### config.mk
export PLATFORM = sky130hd
export DESIGN_NAME = io_in_fifo
export DESIGN_NICKNAME = d
export VERILOG_FILES = /design/src/rtl/io_pkg.sv /design/src/rtl/io_fifo_mem.sv /design/src/rtl/io_in_fifo.sv
export SDC_FILE = /design/constraint.sdc
export NUM_CORES = 1
export LEC_CHECK = 0
export CORE_UTILIZATION = 40
export CTS_BUF_LIST = sky130_fd_sc_hd__clkbuf_8
export DETAILED_ROUTE_END_ITERATION = 8
export PLACE_DENSITY_LB_ADDON = 0.1
export SLEW_MARGIN = 30
export SYNTH_ARGS = -nofsm -noshare
export SYNTH_HDL_FRONTEND = slang
export SYNTH_HIERARCHICAL = 1
export SYNTH_SLANG_ARGS = --single-unit
### constraint.sdc
create_clock -name clk -period 2.4 [get_ports clk]
set_clock_uncertainty 0.05 [all_clocks]
set_input_delay 0.36 -clock clk [delete_from_list [all_inputs] [get_ports clk]]
set_output_delay 0.36 -clock clk [all_outputs]
set_load 0.005 [all_outputs]
### src/rtl/io_pkg.sv
// Shared types and defaults for the IO input FIFO.
// Holds the handshake FSM state encoding and the default width and depth.
package io_pkg;

   localparam int DefDataWidth = 8;
   localparam int DefDepth     = 8;

   typedef enum logic [1:0] {
      IDLE  = 2'd0,
      OFFER = 2'd1,
      HOLD  = 2'd2
   } fsmState_t;

endpackage

### src/rtl/io_fifo_mem.sv
// FIFO storage: DEPTH x DATA_WIDTH, one synchronous write, one async read.
// Ports: clk, wrEn/wrAddr/wrData (write), rdAddr/rdData (read). No reset.
module io_fifo_mem
   import io_pkg::*;
#(
   parameter int DATA_WIDTH = DefDataWidth,
   parameter int DEPTH      = DefDepth
) (
   input  logic                       clk,
   input  logic                       wrEn,
   input  logic [$clog2(DEPTH)-1:0]   wrAddr,
   input  logic [DATA_WIDTH-1:0]      wrData,
   input  logic [$clog2(DEPTH)-1:0]   rdAddr,
   output logic [DATA_WIDTH-1:0]      rdData
);

   logic [DATA_WIDTH-1:0] mem [DEPTH];

   always_ff @(posedge clk) begin
      if (wrEn) begin
         mem[wrAddr] <= wrData;
      end
   end

   assign rdData = mem[rdAddr];

endmodule

### src/rtl/io_in_fifo.sv
// Input FIFO with a four-phase (dataReady/ack) consumer handshake.
// Ports: clk, reset (async low), wrData/wrValid push side, full/empty/count
// status, sticky overflow + clrOverflow, dataOut/dataReady/ack consumer side.
// Optional macro IO_IN_FIFO_IRQ_EN adds irqEn input and registered irq output.
module io_in_fifo
   import io_pkg::*;
#(
   parameter int DATA_WIDTH = DefDataWidth,
   parameter int DEPTH      = DefDepth
) (
   input  logic                       clk,
   input  logic                       reset,
   input  logic [DATA_WIDTH-1:0]      wrData,
   input  logic                       wrValid,
   output logic                       full,
   output logic                       empty,
   output logic [$clog2(DEPTH):0]     count,
   output logic                       overflow,
   input  logic                       clrOverflow,
   output logic [DATA_WIDTH-1:0]      dataOut,
   output logic                       dataReady,
   input  logic                       ack
`ifdef IO_IN_FIFO_IRQ_EN
   ,
   input  logic                       irqEn,
   output logic                       irq
`endif
);

   localparam int AW = $clog2(DEPTH);
   localparam int CW = AW + 1;
   localparam logic [CW-1:0] FullCnt = CW'(DEPTH);

   fsmState_t state;
   fsmState_t nextState;

   logic [AW-1:0] wrPtr;
   logic [AW-1:0] rdPtr;
   logic          push;
   logic          pop;
   logic          hasData;

   assign full    = (count == FullCnt);
   assign empty   = (count == '0);
   assign hasData = !empty;

   // full is the pre-edge value, so pop-from-full never frees room this edge
   assign push = wrValid && !full;
   assign pop  = (state == OFFER) && ack;

   io_fifo_mem #(
      .DATA_WIDTH (DATA_WIDTH),
      .DEPTH      (DEPTH)
   ) uMem (
      .clk    (clk),
      .wrEn   (push),
      .wrAddr (wrPtr),
      .wrData (wrData),
      .rdAddr (rdPtr),
      .rdData (dataOut)
   );

   always_ff @(posedge clk or negedge reset) begin
      if (!reset) begin
         wrPtr <= '0;
         rdPtr <= '0;
         count <= '0;
      end else begin
         if (push) begin
            wrPtr <= wrPtr + 1'b1;
         end
         if (pop) begin
            rdPtr <= rdPtr + 1'b1;
         end
         unique case ({push, pop})
            2'b10:   count <= count + 1'b1;
            2'b01:   count <= count - 1'b1;
            default: count <= count;
         endcase
      end
   end

   always_comb begin
      nextState = state;
      unique case (state)
         IDLE: begin
            if (hasData) begin
               nextState = OFFER;
            end
         end
         OFFER: begin
            if (ack) begin
               nextState = HOLD;
            end
         end
         HOLD: begin
            if (!ack) begin
               nextState = hasData ? OFFER : IDLE;
            end
         end
         default: nextState = IDLE;
      endcase
   end

   always_ff @(posedge clk or negedge reset) begin
      if (!reset) begin
         state     <= IDLE;
         dataReady <= 1'b0;
      end else begin
         state     <= nextState;
         dataReady <= (nextState == OFFER);
      end
   end

   // Set has priority over clear when both land on one edge
   always_ff @(posedge clk or negedge reset) begin
      if (!reset) begin
         overflow <= 1'b0;
      end else if (wrValid && full) begin
         overflow <= 1'b1;
      end else if (clrOverflow) begin
         overflow <= 1'b0;
      end
   end

`ifdef IO_IN_FIFO_IRQ_EN
   always_ff @(posedge clk or negedge reset) begin
      if (!reset) begin
         irq <= 1'b0;
      end else begin
         irq <= irqEn && hasData;
      end
   end
`endif

endmodule

* After elaboration in Yosys (flattened, before gate mapping)
Memories as Yosys holds them, arrays and structs flattened. Index checks and enable logic that the tools add are counted.
Cells by class: add/subtract/negate cells 4, eq/ne operators 6, muxes and demuxes 10, reductions and logical operators 8
Operator list (count):
- one-hot mux 4 bit (2 select lines) | 1
- adder 3 x 1 -> 3 bit, second input constant | 2
- equality test 2 x 1 -> 1 bit, second input constant | 3
- two-way mux 2 bit | 3
- one-hot mux 2 bit (3 select lines) | 1
- two-way mux 1 bit | 5
- adder 4 x 1 -> 4 bit, second input constant | 1
- equality test 2 bit, second input constant | 2
- equality test 4 bit, second input constant | 1
- zero test 4 bit | 1
- nonzero test 2 bit | 2
- subtractor 4 x 1 -> 4 bit, second input constant | 1
- logical AND 1 bit | 3
- zero test 2 bit | 1
- zero test 1 bit | 1
Word-level totals: flip-flop bits (word level) 14, bits in writable memories 64, output and inout bits 16, memories kept 1
Memories:
- uMem.mem | depth 8, width 8, rd ports 1, clocked after memory_dff 0, write ports 1, line io_fifo_mem.sv:17 | logic [DATA_WIDTH-1:0] mem [DEPTH];

* Logic depth before layout (Yosys ltp)
Gate-level depths: netlist of run 1.
depth in word-level cells 5, depth in mapped cells 10, mapped depth without buffers 10

* Cells and area by module
Netlist of run 1, hierarchy kept.
Modules (own cells, without submodules):
- io_fifo_mem | times used 1, cells an instance 106, area an instance 2531.2 um^2, sequential area each 1921.8 um^2
- io_in_fifo | times used 1, cells an instance 61, area an instance 720.7 um^2, sequential area each 350.3 um^2

* Least setup slack after synthesis of run 1
Ideal clock, no wire load.
path kind register -> register, start point register count[1], end point register count[2], setup time 0.131 ns, data arrival time 1.964 ns, required time 2.219 ns, setup slack 0.255 ns, stages on the path, launching flop included 11, period minus slack after synthesis 2.145 ns, cells stage by stage dfrtp_1 -> buf_6 -> nor4b_4 -> nand2b_4 -> ha_1 -> xor2_1 -> ha_1 -> a21oi_1 -> xor2_1 -> nor2_1 -> xor2_1
On the way: cells in the longest elaborated chain, start to end 5, elaborated cells between the ends (all ways) 9, those cells by class add/sub: 2; eq/ne: 3; mux: 1; reduce/logical: 3
Ends and longest elaborated chain:
- start, declared | line io_in_fifo.sv:17 | output logic [$clog2(DEPTH):0] count,
- start signal, assigned | line io_in_fifo.sv:76 | 2'b10: count <= count + 1'b1;
- start signal, assigned | line io_in_fifo.sv:77 | 2'b01: count <= count - 1'b1;
- start signal, assigned | line io_in_fifo.sv:78 | default: count <= count;
- equality test 4 bit * | line io_in_fifo.sv:43 | assign full = (count == FullCnt);
- via full | line io_in_fifo.sv:15 | output logic full,
- zero test 1 bit * | line io_in_fifo.sv:48 | assign push = wrValid && !full;
- logical AND 1 bit * | line io_in_fifo.sv:48
- equality test 2 x 1 -> 1 bit / equality test 2 bit (equally long branches) | line io_in_fifo.sv:75 | unique case ({push, pop})
- one-hot mux 4 bit (2 select lines) / nonzero test 2 bit (equally long branches)
The timed path passes the listed nets; every way through them passes the cells marked *. A chain may end at the register's enable or synchronous reset.

* Worst setup path after layout of run 1
start point register count[2], end point output empty
On the way: cells in the longest elaborated chain, start to end 1
Ends and longest elaborated chain:
- zero test 4 bit | line io_in_fifo.sv:44 | assign empty = (count == '0);
- end, declared | line io_in_fifo.sv:16 | output logic empty,
No other way between the ends.

==> run metrics, run 1 <==
status=finished, final reports clean; post-route core utilization=0.511; slowest stage delay, CP=570 ps; Crit Path Max Fanout=5; IO Pins=29; Final Max Slew Viols=0; Layout fillers=657; Peak supply drop=566 µV; ys flop type=edfxtp_1; Yosys warning count=6; Ant. Diodes=0; post-synthesis register bit count=78; Initial Util=0.417; final setup vio count=0; Layout area overhead=22.6%; final instance area=approximately 4000 µm²; crit path buf inv count=2; CP Class=reg2out; clock latency on the worst-skew pair=350 ps; core box area=roughly 7800 µm²; Avg Cell Area, Syn=19.5 µm²; H-tree Lvls=3; worst-margin pin slew=695 ps; post-DR wirelength/cell=18.6 µm; ys async rst share=0.179; sequential fraction of the synthesis area=0.699; DR vias/cell=around 5.0; arrival time at the worst endpoint=1900 ps; multi-input logic area=893 µm²; leakage power=1.45 nW; initial antenna violation count=0; First DRT Iteration DRCs=between 100 and 150; Pre-antenna DRT Iters=4; Max-cap violations=0; routed vias=1705; grt ovf=0; Syn Nets=roughly 190; Clk network pwr share=0.191; Crit. path cell count=3; Hold Vio Cnt, Final=0; die area=8490 µm²; CP Launch Type=register; gr usage total=0.169; vias in the first global route=1912; Tmin final=2310 ps; clock root cell=clkbuf_8; CTS tree=built; pwr dens=1190 nW/µm²; commonest non-fill, non-tap cell in the layout=edfxtp_1; total wire length=6280 µm; Placed Area=3750 µm²; Die H=92.2 µm; GP Congestion=0.820; TritonCTS Buffers=9; sequential power share=0.413; Mapped Cells=167; sw frac=0.309; Slowest-stage cell, CP=clkdlybuf4s50_1; first-pass GRT wire length=10300 µm; Worst EP required=1990 ps; layout cell share with drive strength beyond 1=0.373; CP startpoint=count[2]; Detail Placement HPWL=between 3000 and 4000 µm; reg-to-reg startpoint=count[2]; DIE WIDTH=92.2 µm; Worst R2R Path Depth=9; placed insts=310; Min-Delay Path Class=in2async; WHS=374 ps; # port buffers=28; largest net degree at the start of global routing=16; switching power=1.46 mW; cts hold-fix bufs=0; Internal Power=3.27 mW; FF/Latch Area=about 2300 µm²; Comb power frac=0.397; Post-Syn Area=between 3000 and 4000 µm²; count of cell types in the netlist=32; worst-path cell chain=buf_4, nor4_2, clkdlybuf4s50_1; fin worst setup slack=87.7 ps; final instance count without filler cells=338; most frequent cells in the layout=edfxtp_1, buf_4, clkdlybuf4s50_1, mux4_2, dfrtp_1; Max Root-Sink Buffers=2; Slew HR=0.535; DR DRC count=0; RSZ-0062 raised after global routing=no; period utilization=0.963; delay-heaviest family, CP=buffers and inverters; CP Capture Type=output pin; fmax=0.432 GHz; Post-synth EDFFs=64; Sink Count=78; nets@finish=249; worst slack, placed=22.8 ps; row cnt=32; antenna viol nets, final=0; Clock transition at path regs=90 ps
## kinds of logic after synthesis
family | count (synthesis) | synth area share
AOI/OAI and AO/OA | 7 | 0.0115
DFF | 78 | 0.699
muxes | 27 | 0.166
adders and majority gates | 5 | 0.0192
buffers and inverters | 9 | 0.0204
xor gates and xnor gates | 9 | 0.0242
and+or+nand+nor | 32 | 0.0600
## path summary, 6_finish.rpt
| kind | slack [ps] | endpoint |
|---|---|---|
| setup / recovery | 90 | empty |
| hold / removal | 370 | wrPtr[2] |
| setup reg to reg | 150 | count[2] |
| hold reg to reg | 450 | wrPtr[2] |
| max in group asynchronous | 1440 | rdPtr[0] |
| min in group clk | 450 | wrPtr[2] |
## power by group through the flow
stage          Sequential (mW)  Clock [mW]  Combinational (mW)
2_1_floorplan             1.91           0                1.01
3_3_place_gp              1.94           0                1.65
3_5_place_dp              1.96           0                1.69
4_1_cts                   1.96       0.926                1.93
5_1_grt                   1.99       0.988                2.06
6_report                  1.95       0.902                1.88
## through the flow
stage               TNS [ps]  power [mW]
floorplan                  0        2.93
global placement           0        3.59
detailed placement         0        3.65
CTS                     -119        4.81
global route               0        5.03
finish                     0        4.73
## sequential cells by signal (all words and copies together), names as in the netlist
signal / count
count: 4
dataReady: 1
overflow: 1
rdPtr: 3
state: 2
uMem/mem: 64
wrPtr: 3
## metal layers
| metal | routed length, µm | share of wire | track usage | up-vias |
|---|---|---|---|---|
| met1 | 2700 | 0.43 | 0.218 | 871 |
| met3 | 279 | 0.044 | 0.0340 | 10 |
| met4 | 127 | 0.020 | 0.0781 | 0 |
| met5 | 0 | 0 | 0 | - |
| li1 | - | - | - | 775 |
| met2 | 3180 | 0.51 | 0.276 | 49 |
## area by class of cell
cell class,count,share of cell area
sequential,78,0.570
multi-input combinational,80,0.224
timing repair buffer,59,0.125
tap,102,0.0320
clock inverter,7,0.0148
inverter,3,0.00282
clock buffer,9,0.0311
## synthesized netlist by cell type, types with 2 or more instances
| cell type | n | area share |
|---|---|---|
| dfrtp_1 | 14 | 0.11 |
| o21ai_0 | 4 | 0.0062 |
| ha_1 | 5 | 0.019 |
| nand2b_1 | 3 | 0.0058 |
| nor3_1 | 2 | 0.0031 |
| and4bb_2 | 2 | 0.0077 |
| xor2_1 | 4 | 0.011 |
| nor2_1 | 9 | 0.010 |
| xnor2_1 | 5 | 0.013 |
| mux2_2 | 10 | 0.035 |
| mux4_1 | 15 | 0.12 |
| nor2b_1 | 2 | 0.0038 |
| edfxtp_1 | 64 | 0.59 |
| buf_6 | 2 | 0.0069 |
| nand2_1 | 7 | 0.0081 |
| inv_1 | 2 | 0.0023 |
| a21oi_1 | 2 | 0.0031 |
## worst register-to-register path, delay by kind of cell (launching register included)
family / cells / cell delay (ps)
adder cells (fa/ha/maj): 2 / 460
AO/OA/AOI/OAI: 1 / 180
XOR/XNOR: 3 / 420
flip-flops: 1 / 420
AND/OR/NAND/NOR: 3 / 610
## repair_timing
item,CTS,global route
resized for setup,53,7
cloned,1,0
setup endpoints to repair,9,6
setup buffers,12,0
No activity file was read; power rests on OpenSTA's default activity.
==> run 2: changes to the inputs <==
- CELL_PAD_IN_SITES_DETAIL_PLACEMENT: default -> 1
- CELL_PAD_IN_SITES_GLOBAL_PLACEMENT: default -> 1
==> run metrics, run 2 (synthesis results as in run 1) <==
WHS=378 ps; vias in the first global route=around 1900; arrival time at the worst endpoint=approximately 1900 ps; Slew HR=0.543; grt ovf=0; fmax=0.433 GHz; GP Congestion=0.717; layout cell share with drive strength beyond 1=0.306; Ant. Diodes=0; biggest regs=uMem/mem (64), count (4); row cnt=32; Total Neg Setup Slack=0 ps; Crit Path Max Fanout=8; sw frac=0.300; DR vias/cell=between 5 and 6; sequential power share=0.428; final setup vio count=0; First DRT Iteration DRCs=78; RSZ-0062 raised after global routing=no; post-DR wirelength/cell=19.5 µm; period utilization=0.963; largest net degree at the start of global routing=17; leakage power=1.38 nW; Internal Power=~3.2 mW; total power=around 4.6 mW; reg-to-reg startpoint=count[0]; Min-Delay Path Class=in2async; CP Class=reg2out; core box area=7810 µm²; placed insts=306; IO Pins=29; commonest non-fill, non-tap cell in the layout=edfxtp_1; H-tree Lvls=3; Tmin final=2310 ps; CP Capture Type=output pin; Pre-antenna DRT Iters=4; post-route core utilization=0.502; Clock transition at path regs=80 ps; antenna viol nets, final=0; initial antenna violation count=0; die area=between 8000 and 9000 µm²; Initial Util=0.417; clock latency on the worst-skew pair=about 340 ps; Clk network pwr share=0.202; DIE WIDTH=between 90 and 100 µm; Worst EP required=1990 ps; first-pass GRT wire length=10200 µm; worst slack, placed=67.5 ps; total wire length=6310 µm; Placed Area=3740 µm²; Comb power frac=0.370; gr usage total=0.169; clock root cell=clkbuf_8; pwr dens=1180 nW/µm²; Final Max Slew Viols=0; # port buffers=28; switching power=1.39 mW; Die H=92.2 µm; Sink Count=78; Peak supply drop=503 µV; CP Launch Type=register; Biggest register=uMem/mem; Max Root-Sink Buffers=2; CTS tree=built; Worst R2R Path Depth=9; RR Endpoint=count[2]; Reg2Reg Setup Slack=220 ps; TritonCTS Buffers=9; Layout area overhead=20.5%; fin worst setup slack=a little under 90 ps; final instance count without filler cells=approximately 320; nets@finish=around 240; routed vias=1640; worst-margin pin slew=~700 ps; Detail Placement HPWL=3880 µm; final instance area=between 3000 and 4000 µm²; max FFs per register=64; Max-cap violations=0; status=finished, final reports clean; most frequent cells in the layout=edfxtp_1, clkdlybuf4s50_1, mux4_2, buf_4, dfrtp_1; DR DRC count=0; Hold Vio Cnt, Final=0
run 2: changes by cell type in the layout (fill, tap and decap cells not counted), sizes merged:
| cell | before | now |
|---|---|---|
| buf | 37 | 17 |
| inv | 5 | 4 |
| clkdlybuf4s15 | 0 | 6 |
| bufinv | 0 | 1 |
run 2: worst max-delay path by stage:
stage / from / end / depth (start not counted)
6_report: rdPtr[0] / dataOut[4] / 4
5_1_grt: rdPtr[0] / dataOut[5] / 4
4_1_cts: rdPtr[0] / dataOut[7] / 5
3_5_place_dp: rdPtr[0] / dataOut[6] / 4
3_3_place_gp: rdPtr[0] / dataOut[7] / 4
2_1_floorplan: count[1] / count[2] / 10
run 2: power groups by stage:
| stage | Sequential, mW | Clock [mW] | Combinational [mW] |
|---|---|---|---|
| 6_report | 1.98 | 0.935 | 1.71 |
| 2_1_floorplan | 1.91 | 0 | 1.01 |
| 3_3_place_gp | 1.97 | 0 | 1.61 |
| 3_5_place_dp | 1.99 | 0 | 1.67 |
| 5_1_grt | 2.02 | 1.00 | 1.88 |
| 4_1_cts | 1.98 | 0.963 | 1.84 |
run 2: final cells by class:
| class | count | area [µm²] |
|---|---|---|
| clock inverters | 7 | 66.3 |
| inverters | 3 | 11.3 |
| well taps | 102 | 128 |
| flip-flops and latches | 78 | 2270 |
| fillers | 753 | 3890 |
| multi-input cells | 80 | 883 |
| repair buffers | 45 | 432 |
| clock buffers | 9 | 124 |
run 2: metal layers:
layer	vias to the layer above	part of all wire	wire length (µm)	track usage
met4	0	0.016	98	0.0703
met2	40	0.53	3330	0.290
li1	748	-	-	-
met1	842	0.42	2650	0.211
met5	-	0	0	0
met3	10	0.038	237	0.0274
run 2: timing repair:
action	in CTS	in global routing
endpoints found under the setup margin	9	9
buffers inserted	3	0
cloned	1	0
gates resized for setup	39	4
hold buffers	0	0
run 2: critical path, stage by stage (launching register included):
cell             delay (ps)
dfrtp_2                 420
buf_8                   170
mux4_2                  510
mux2_2                  270
clkdlybuf4s15_1         200
